`config.mk`:
```
export PLATFORM = sky130hd
export DESIGN_NAME = mem_port_arbiter
export DESIGN_NICKNAME = d
export VERILOG_FILES = /design/src/rtl/mem_port_arbiter.sv
export SDC_FILE = /design/constraint.sdc
export NUM_CORES = 1
export LEC_CHECK = 0
export ABC_AREA = 1
export ABC_CLOCK_PERIOD_IN_PS = 4000
export CAP_MARGIN = 20
export CORE_AREA = 5 5 134 98
export CTS_CLUSTER_DIAMETER = 200
export DETAILED_ROUTE_END_ITERATION = 10
export DIE_AREA = 0 0 139 103
export GPL_TIMING_DRIVEN = 0
export HOLD_SLACK_MARGIN = 0.08
export PLACE_DENSITY_LB_ADDON = 0.3
export SKIP_LAST_GASP = 1
export SLEW_MARGIN = 10
export SYNTH_ARGS = -nofsm -noshare
export SYNTH_HDL_FRONTEND = slang
export SYNTH_SLANG_ARGS = --single-unit
```
`constraint.sdc`:
```
create_clock -name clk_i -period 4 [get_ports clk_i]
set_input_delay 1.2 -clock clk_i [delete_from_list [all_inputs] [get_ports clk_i]]
set_output_delay 1.2 -clock clk_i [all_outputs]
set_load 0.01 [all_outputs]
```
`src/rtl/mem_port_arbiter.sv`:
```
// Shares one single-port memory among NUM_CH requesters: round-robin grant,
// burst locking, host override on channel 0 and a tagged read-return pipeline.
module mem_port_arbiter #(
    parameter int WIDTH     = 8,
    parameter int LANES     = 4,
    parameter int ADDR_W    = 8,
    parameter int NUM_CH    = 3,
    parameter int RD_LAT    = 1,
    parameter int MAX_BURST = 8
) (
    input  logic                               clk_i,
    input  logic                               rstn_i,
    input  logic                               ext_en_i,
    input  logic [NUM_CH-1:0]                  req_i,
    input  logic [NUM_CH-1:0]                  wr_i,
    input  logic [NUM_CH-1:0]                  lock_i,
    input  logic [NUM_CH-1:0][ADDR_W-1:0]      addr_i,
    input  logic [NUM_CH-1:0][LANES*WIDTH-1:0] wdata_i,
    output logic [NUM_CH-1:0]                  gnt_o,
    output logic [NUM_CH-1:0]                  rvalid_o,
    output logic [LANES*WIDTH-1:0]             rdata_o,
    output logic                               mem_cenb_o,
    output logic                               mem_wenb_o,
    output logic [ADDR_W-1:0]                  mem_addr_o,
    output logic [LANES*WIDTH-1:0]             mem_d_o,
    input  logic [LANES*WIDTH-1:0]             mem_q_i,
    output logic                               busy_o
);
    localparam int DW = LANES * WIDTH;
    localparam int CW = $clog2(NUM_CH);
    localparam int BW = $clog2(MAX_BURST + 1);

    logic [CW-1:0]                 ptr_q, owner_q, excl_ch_q;
    logic                          lock_q, excl_q;
    logic [BW-1:0]                 cnt_q;
    logic [RD_LAT-1:0][NUM_CH-1:0] tag_q;
    logic [ADDR_W-1:0]             addr_hold_q;
    logic [DW-1:0]                 d_hold_q;

    logic [CW-1:0]     gnt_idx, ptr_nx;
    logic              gnt_any, lock_hit;
    logic [BW-1:0]     cnt_nx;
    logic [NUM_CH-1:0] rr_mask, others, gnt_vec;
    int                idx;

    always_comb begin
        // A channel that just hit the burst limit steps aside only if someone else wants the port.
        others            = req_i;
        others[excl_ch_q] = 1'b0;
        rr_mask           = (excl_q && |others) ? others : req_i;
        lock_hit          = lock_q && req_i[owner_q];
        gnt_any           = 1'b0;
        gnt_idx           = '0;
        idx               = 0;
        if (rstn_i) begin
            if (ext_en_i) begin
                gnt_any = req_i[0];
            end else if (lock_hit) begin
                gnt_any = 1'b1;
                gnt_idx = owner_q;
            end else begin
                for (int off = 0; off < NUM_CH; off++) begin
                    idx = (int'(ptr_q) + off) % NUM_CH;
                    if (!gnt_any && rr_mask[CW'(idx)]) begin
                        gnt_any = 1'b1;
                        gnt_idx = CW'(idx);
                    end
                end
            end
        end
        gnt_vec = '0;
        if (gnt_any) gnt_vec[gnt_idx] = 1'b1;
        ptr_nx = (int'(gnt_idx) == NUM_CH - 1) ? '0 : gnt_idx + 1'b1;
        cnt_nx = cnt_q + 1'b1;
    end

    assign gnt_o      = gnt_vec;
    assign mem_cenb_o = ~gnt_any;
    assign mem_wenb_o = gnt_any ? ~wr_i[gnt_idx] : 1'b1;
    assign mem_addr_o = !rstn_i ? '0 : (gnt_any ? addr_i[gnt_idx] : addr_hold_q);
    assign mem_d_o    = !rstn_i ? '0 : (gnt_any ? wdata_i[gnt_idx] : d_hold_q);
    assign rvalid_o   = rstn_i ? tag_q[RD_LAT-1] : '0;
    assign busy_o     = rstn_i && |tag_q;
    assign rdata_o    = (rstn_i && |tag_q[RD_LAT-1]) ? mem_q_i : '0;

    always_ff @(posedge clk_i) begin
        if (!rstn_i) begin
            ptr_q       <= '0;
            owner_q     <= '0;
            excl_ch_q   <= '0;
            lock_q      <= 1'b0;
            excl_q      <= 1'b0;
            cnt_q       <= '0;
            tag_q       <= '0;
            addr_hold_q <= '0;
            d_hold_q    <= '0;
        end else begin
            excl_q   <= 1'b0;
            tag_q[0] <= gnt_vec & ~wr_i;
            for (int i = 1; i < RD_LAT; i++) tag_q[i] <= tag_q[i-1];
            if (gnt_any) begin
                addr_hold_q <= addr_i[gnt_idx];
                d_hold_q    <= wdata_i[gnt_idx];
            end
            if (ext_en_i) begin
                // Host override drops any burst; pointer is left where it was.
                lock_q <= 1'b0;
                cnt_q  <= '0;
            end else begin
                if (gnt_any) ptr_q <= ptr_nx;
                if (lock_hit) begin
                    if (int'(cnt_nx) >= MAX_BURST) begin
                        lock_q    <= 1'b0;
                        cnt_q     <= '0;
                        excl_q    <= 1'b1;
                        excl_ch_q <= owner_q;
                    end else if (!lock_i[owner_q]) begin
                        lock_q <= 1'b0;
                        cnt_q  <= '0;
                    end else begin
                        cnt_q <= cnt_nx;
                    end
                end else if (gnt_any && lock_i[gnt_idx]) begin
                    owner_q <= gnt_idx;
                    if (MAX_BURST > 1) begin
                        lock_q <= 1'b1;
                        cnt_q  <= BW'(1);
                    end else begin
                        lock_q    <= 1'b0;
                        cnt_q     <= '0;
                        excl_q    <= 1'b1;
                        excl_ch_q <= gnt_idx;
                    end
                end else begin
                    lock_q <= 1'b0;
                    cnt_q  <= '0;
                end
            end
        end
    end
endmodule
```
# Word level (Yosys, flattened, before mapping)
# Cells that the tools add are included.
# op_classes
addsub	4
magnitude_cmp	9
muxes	62
reduce_logical	17
div_mod_pow	3
bitwise	9
eq_ne	2
# op_table
op	n
$mux 32	4
$bmux 32 s2	1
$mod 32x3->32 const B	2
$mod 3x3->32 const B	1
$mux 1	31
$mux 8	3
$bmux 8 s2	1
$bmux 1 s2	7
$mux 2	7
$lt 2x4->1 const B	3
$mux 4	3
$lt 2x3->1 const B	3
$mux 3	3
$reduce_or 3->1	3
$logic_and 1x1->1	8
$and 3x3->3	2
$not 3->3	2
$reduce_and 3->1	2
$not 1->1	5
$add 4x1->4 const B	1
$demux 1 s2	2
$ge 2x1->1 const B	2
$ge 4x4->1 const B	1
$add 2x1->3 const B	1
other kinds (7)	8
# totals
reg_bits	55
in_bits	164
word_cells	115
output_inout_bits	81

# Logic depth before layout (Yosys ltp)
# logic_depth
depth_word	34
ltp_mapped	21
mapped_depth_nobuf	21

# Least setup slack after synthesis
# Ideal clock, no wire load.
# synth_path
path_kind	input port to output port
startpoint	in req_i[1]
endpoint	out mem_d_o[13]
required_ns	2.800
slack_ns	-0.058
stages	18
arrival_ns	2.858
cell_sequence	nand2_2 -> nand3_2 -> nand2_2 -> nand2_1 -> nand3_1 -> nand3_1 -> nand2_1 -> nand3_2 -> nand3_1 -> nand3_1 -> nand2_2 -> nand2_2 -> nand2_2 -> inv_2 -> nand2_1 -> buf_4 -> nor2_1 -> nor3_2
# synth_via
elab_chain_cells	27
word_cells_on_any_way	42
classes_between	mux: 34; bitwise: 1; reduce/logical: 7
# synth_rtl
element	line	text
start, declared	14	input logic [NUM_CH-1:0] req_i,
$and 3x3->3 (no source line)	n/a	
$reduce_or 3->1	50	rr_mask = (excl_q && |others) ? others : req_i;
$logic_and 1x1->1	50	
$mux 3	50	
$bmux 1 s2	64	if (!gnt_any && rr_mask[CW'(idx)]) begin
$mux 1 (not written as such) (2 in series)	64	
$mux 1	64	
$mux 1	58	end else if (lock_hit) begin
(+9 left out)	n/a	
$logic_and 1x1->1	64	
$mux 2	64	
$mux 2	58	
$mux 2	56	if (ext_en_i) begin
$mux 2	55	if (rstn_i) begin
$bmux 32 s2	81	assign mem_d_o = !rstn_i ? '0 : (gnt_any ? wdata_i[gnt_idx] : d_hold_q);
$mux 32 (not written as such)	81	
$mux 32 (*) (2 in series)	n/a	
end, declared	25	output logic [LANES*WIDTH-1:0] mem_d_o,
# Mark *: on every way between the ends. The rest lies on a longest branch, timed or not. The select of a mux whose other input is x is not followed.

# Final worst setup path
# layout_path
startpoint	in req_i[1]
endpoint	reg addr_hold_q[5]
# layout_via
elab_chain_cells	27
word_cells_on_any_way	42
classes_between	mux: 34; bitwise: 1; reduce/logical: 7
# layout_rtl
element	line	text
$and 3x3->3 (no source line)	n/a	
$reduce_or 3->1	50	
$logic_and 1x1->1	50	
$mux 3	50	
$bmux 1 s2	64	
$mux 1 (not written as such) (2 in series)	64	
$mux 1	64	
$mux 1	58	
(+9 left out)	n/a	
$logic_and 1x1->1	64	
$mux 2	64	
$mux 2	58	
$mux 2	56	
$mux 2	55	
$bmux 8 s2	102	addr_hold_q <= addr_i[gnt_idx];
$mux 8 (not written as such)	102	
$mux 8 (*) (2 in series)	n/a	
end signal, assigned	102	
end, declared	37	logic [ADDR_W-1:0] addr_hold_q;
# Marked as above.
# A chain may end at the register's enable or synchronous reset.

==> results.sh <==
export IMPL_start_util_pct=28.6
export IMPL_dpl_worst_slack_ps=-1530
export IMPL_status="finished with violations"
export IMPL_worstPathMaxFanout=10
export IMPL_violations="negative setup slack"
export IMPL_area_growth_pct=142
export IMPL_grt_overflow=0
export IMPL_die_y_um=103
export IMPL_port_buffers=243
export IMPL_syn_num_nets=692
export IMPL_min_delay_path_class="reg2reg"
export IMPL_slew_viol_final=0
export IMPL_crit_path_frequent_cell="buf_4"
export IMPL_nets=1070
export IMPL_cts_root_buf="clkbuf_16"
export IMPL_yosys_warnings=0
export IMPL_ys_seq_area_share_pct=32.3
export IMPL_clkSinkCount=55
export IMPL_dieArea_sq_um=14300
export IMPL_max_slew_margin_rel_pct=40.3
export IMPL_grt_pass1_vias=5412
export IMPL_cts_tree="done"
export IMPL_yosys_top_cells_count="nand2_1, inv_1, dfxtp_1"
export IMPL_finalPower_w=0.00317
export IMPL_drt_iter0_drc=173
export IMPL_layout_setup_ws_ps=-709
export IMPL_dp_hpwl_mm=12.3
export IMPL_antenna_found_initial=0
export IMPL_drt_wl_total_mm=19.5
export IMPL_crit_arrival_ps=4910
export IMPL_std_cell_rows=34
export IMPL_synth_top_cell_by_area="dfxtp_1"
export IMPL_maxCapViolations=0
export IMPL_num_antenna_cells=0
export IMPL_worstMarginPinSlew_ps=896
export IMPL_yosysMostFrequentCell="nand2_1"
export IMPL_setup_viol=49
export IMPL_ys_ff_latch=55
export IMPL_cts_hold_buffers=0
export IMPL_worst_path_buf_inv=18
export IMPL_timing_final_crit_share_pct=118
export IMPL_ios=245
export IMPL_post_route_drc_count=0
export IMPL_cts_max_level=2
export IMPL_viasPerCell=5.02
export IMPL_fin_area_sq_um=8230
export IMPL_syn_avg_cell_area_sq_um=6.49
export IMPL_max_freq_mhz=212
export IMPL_crit_type="in2reg"
export IMPL_die_w_um=139
export IMPL_crit_slowest_cell="nand3_1"
export IMPL_clock_latency_ps=300
export IMPL_syn_instance_count=525
export IMPL_ys_flop_type="dfxtp_1"
export IMPL_grt_start_max_net_pins=19
export IMPL_power_leakage_nw=3.84
export IMPL_setup_tns_ps=-28230
export IMPL_antenna_left=0
export IMPL_ys_async_sr_fraction_pct=0
export IMPL_clk_pin_slew_ps=80
export IMPL_r2r_slack_ps=-370
export IMPL_num_vias=5353
export IMPL_netlist_area_sq_um=3410
export IMPL_instances_no_fill=1066
export IMPL_numCtsBuffers=5
export IMPL_rsz0062_at_grt="true"
export IMPL_post_dp_cell_area_sq_um=6120
export IMPL_drive_gt1_share_pct=40.9
export IMPL_ys_types=27
export IMPL_skew_ps=11.8
export IMPL_synthTopCellsByArea="dfxtp_1, nand2_1, nand3_1, a21oi_1, inv_1"
export IMPL_start_kind="input pin"
export IMPL_peakVddDrop_mv=0.279
export IMPL_grt_pass1_wl_mm=27.3
export IMPL_drt_first_pass_iters=5
export IMPL_finalHoldViolCount=0
export IMPL_p_per_area_nw_per_um2=385
export IMPL_crit_path_end_kind="flip-flop"
export IMPL_critical_path_required_ps=4210
export IMPL_cp_top_family="buffers and inverters"
export IMPL_synth_edf_count=0
export IMPL_wl_per_cell_um=18.3
export IMPL_slowest_delay_ps=190
export IMPL_core_region_area_sq_um=11900
export IMPL_grt_util_all_layers_pct=23.9
export IMPL_gp_congestion=0.914
export IMPL_min_period_ps=4710
export IMPL_dp_cells=930
export IMPL_clk_path_buf_depth=2
export IMPL_yosysTopAreaCellShare_pct=32.3
cell type report:
type	instances	area, sq um
fill	894	3680
timing repair buffer	375	3500
multi-input combinational	376	2710
sequential	55	1100
buffer	30	310
inverter	60	240
tap	162	203
clock buffer	5	125
clock inverter	3	46.3
cells by family (layout without fill, tap and decap cells):
group / count (synthesis) / in the layout / share of synthesized area (%)
simple gates: 274 / 274 / 37.1
compound gates: 96 / 96 / 17.0
buf+inv: 94 / 473 / 11.9
flops: 55 / 55 / 32.3
fa+ha+maj: 3 / 3 / 1.10
xor+xnor: 2 / 2 / 0.514
other cells: 1 / 1 / 0.110
worst min-delay path, delay by kind of cell, from the launching register on:
kind / cells / cell delay, ps
flip-flops: 1 / 300
AND/OR/NAND/NOR: 2 / 130
layout by cell type (no fill, tap or decap), drive strengths merged, types with 2 or more instances in the layout:
master	instances
clkbuf	14
o21ai	26
nand2	159
a21oi	45
inv	61
clkdlybuf4s50	194
dfxtp	55
o221ai	22
o31ai	2
xnor2	2
nand3	56
nor2	35
nor3	19
buf	200
ha	3
nand4	4
metrics by stage:
step | hold WS, ps | utilization [%]
5_1_grt | 503 | 69.1
3_5_place_dp | 470 | 51.4
4_1_cts | 479 | 64.4
3_3_place_gp | 465 | 51.4
2_1_floorplan | 466 | -
6_report | 478 | 69.1
state kept, by name, indices dropped and copies added (netlist names):
signal and cells:
addr_hold_q 8, cnt_q 4, d_hold_q 32, excl_ch_q 2
excl_q 1, lock_q 1, owner_q 2, ptr_q 2
tag_q 3
per-layer routing:
| layer | share of wire (%) | vias to the layer above | GRT usage (%) |
|---|---|---|---|
| met5 | 0 | - | 0 |
| met4 | 2.7 | 0 | 6.62 |
| met3 | 8.4 | 45 | 6.72 |
| met2 | 51 | 293 | 44.8 |
| met1 | 38 | 2533 | 26.9 |
| li1 | - | 2482 | - |
power breakdown:
group / switching (W) / internal [W]
registers: 0.0000372 / 0.000661
logic: 0.000926 / 0.00102
clock network: 0.000221 / 0.000298
timing repair:
action | 4_1_cts | 5_1_grt
buffers inserted | 109 | 23
setup endpoints to repair | 62 | 50
pin swaps | 47 | 62
cloned | 6 | 0
resized for setup | 348 | 131
worst paths after layout:
kind | from | endpoint | cells past startpoint
setup / recovery | req_i[1] | addr_hold_q[5]$_DFF_P_ | 31
hold / removal | d_hold_q[22]$_DFF_P_ | d_hold_q[22]$_DFF_P_ | 2
setup reg to reg | ptr_q[1]$_SDFFE_PN0P_ | d_hold_q[24]$_DFF_P_ | 33
hold reg to reg | d_hold_q[22]$_DFF_P_ | d_hold_q[22]$_DFF_P_ | 2
Note: power is estimated with default switching activity, not from simulation.
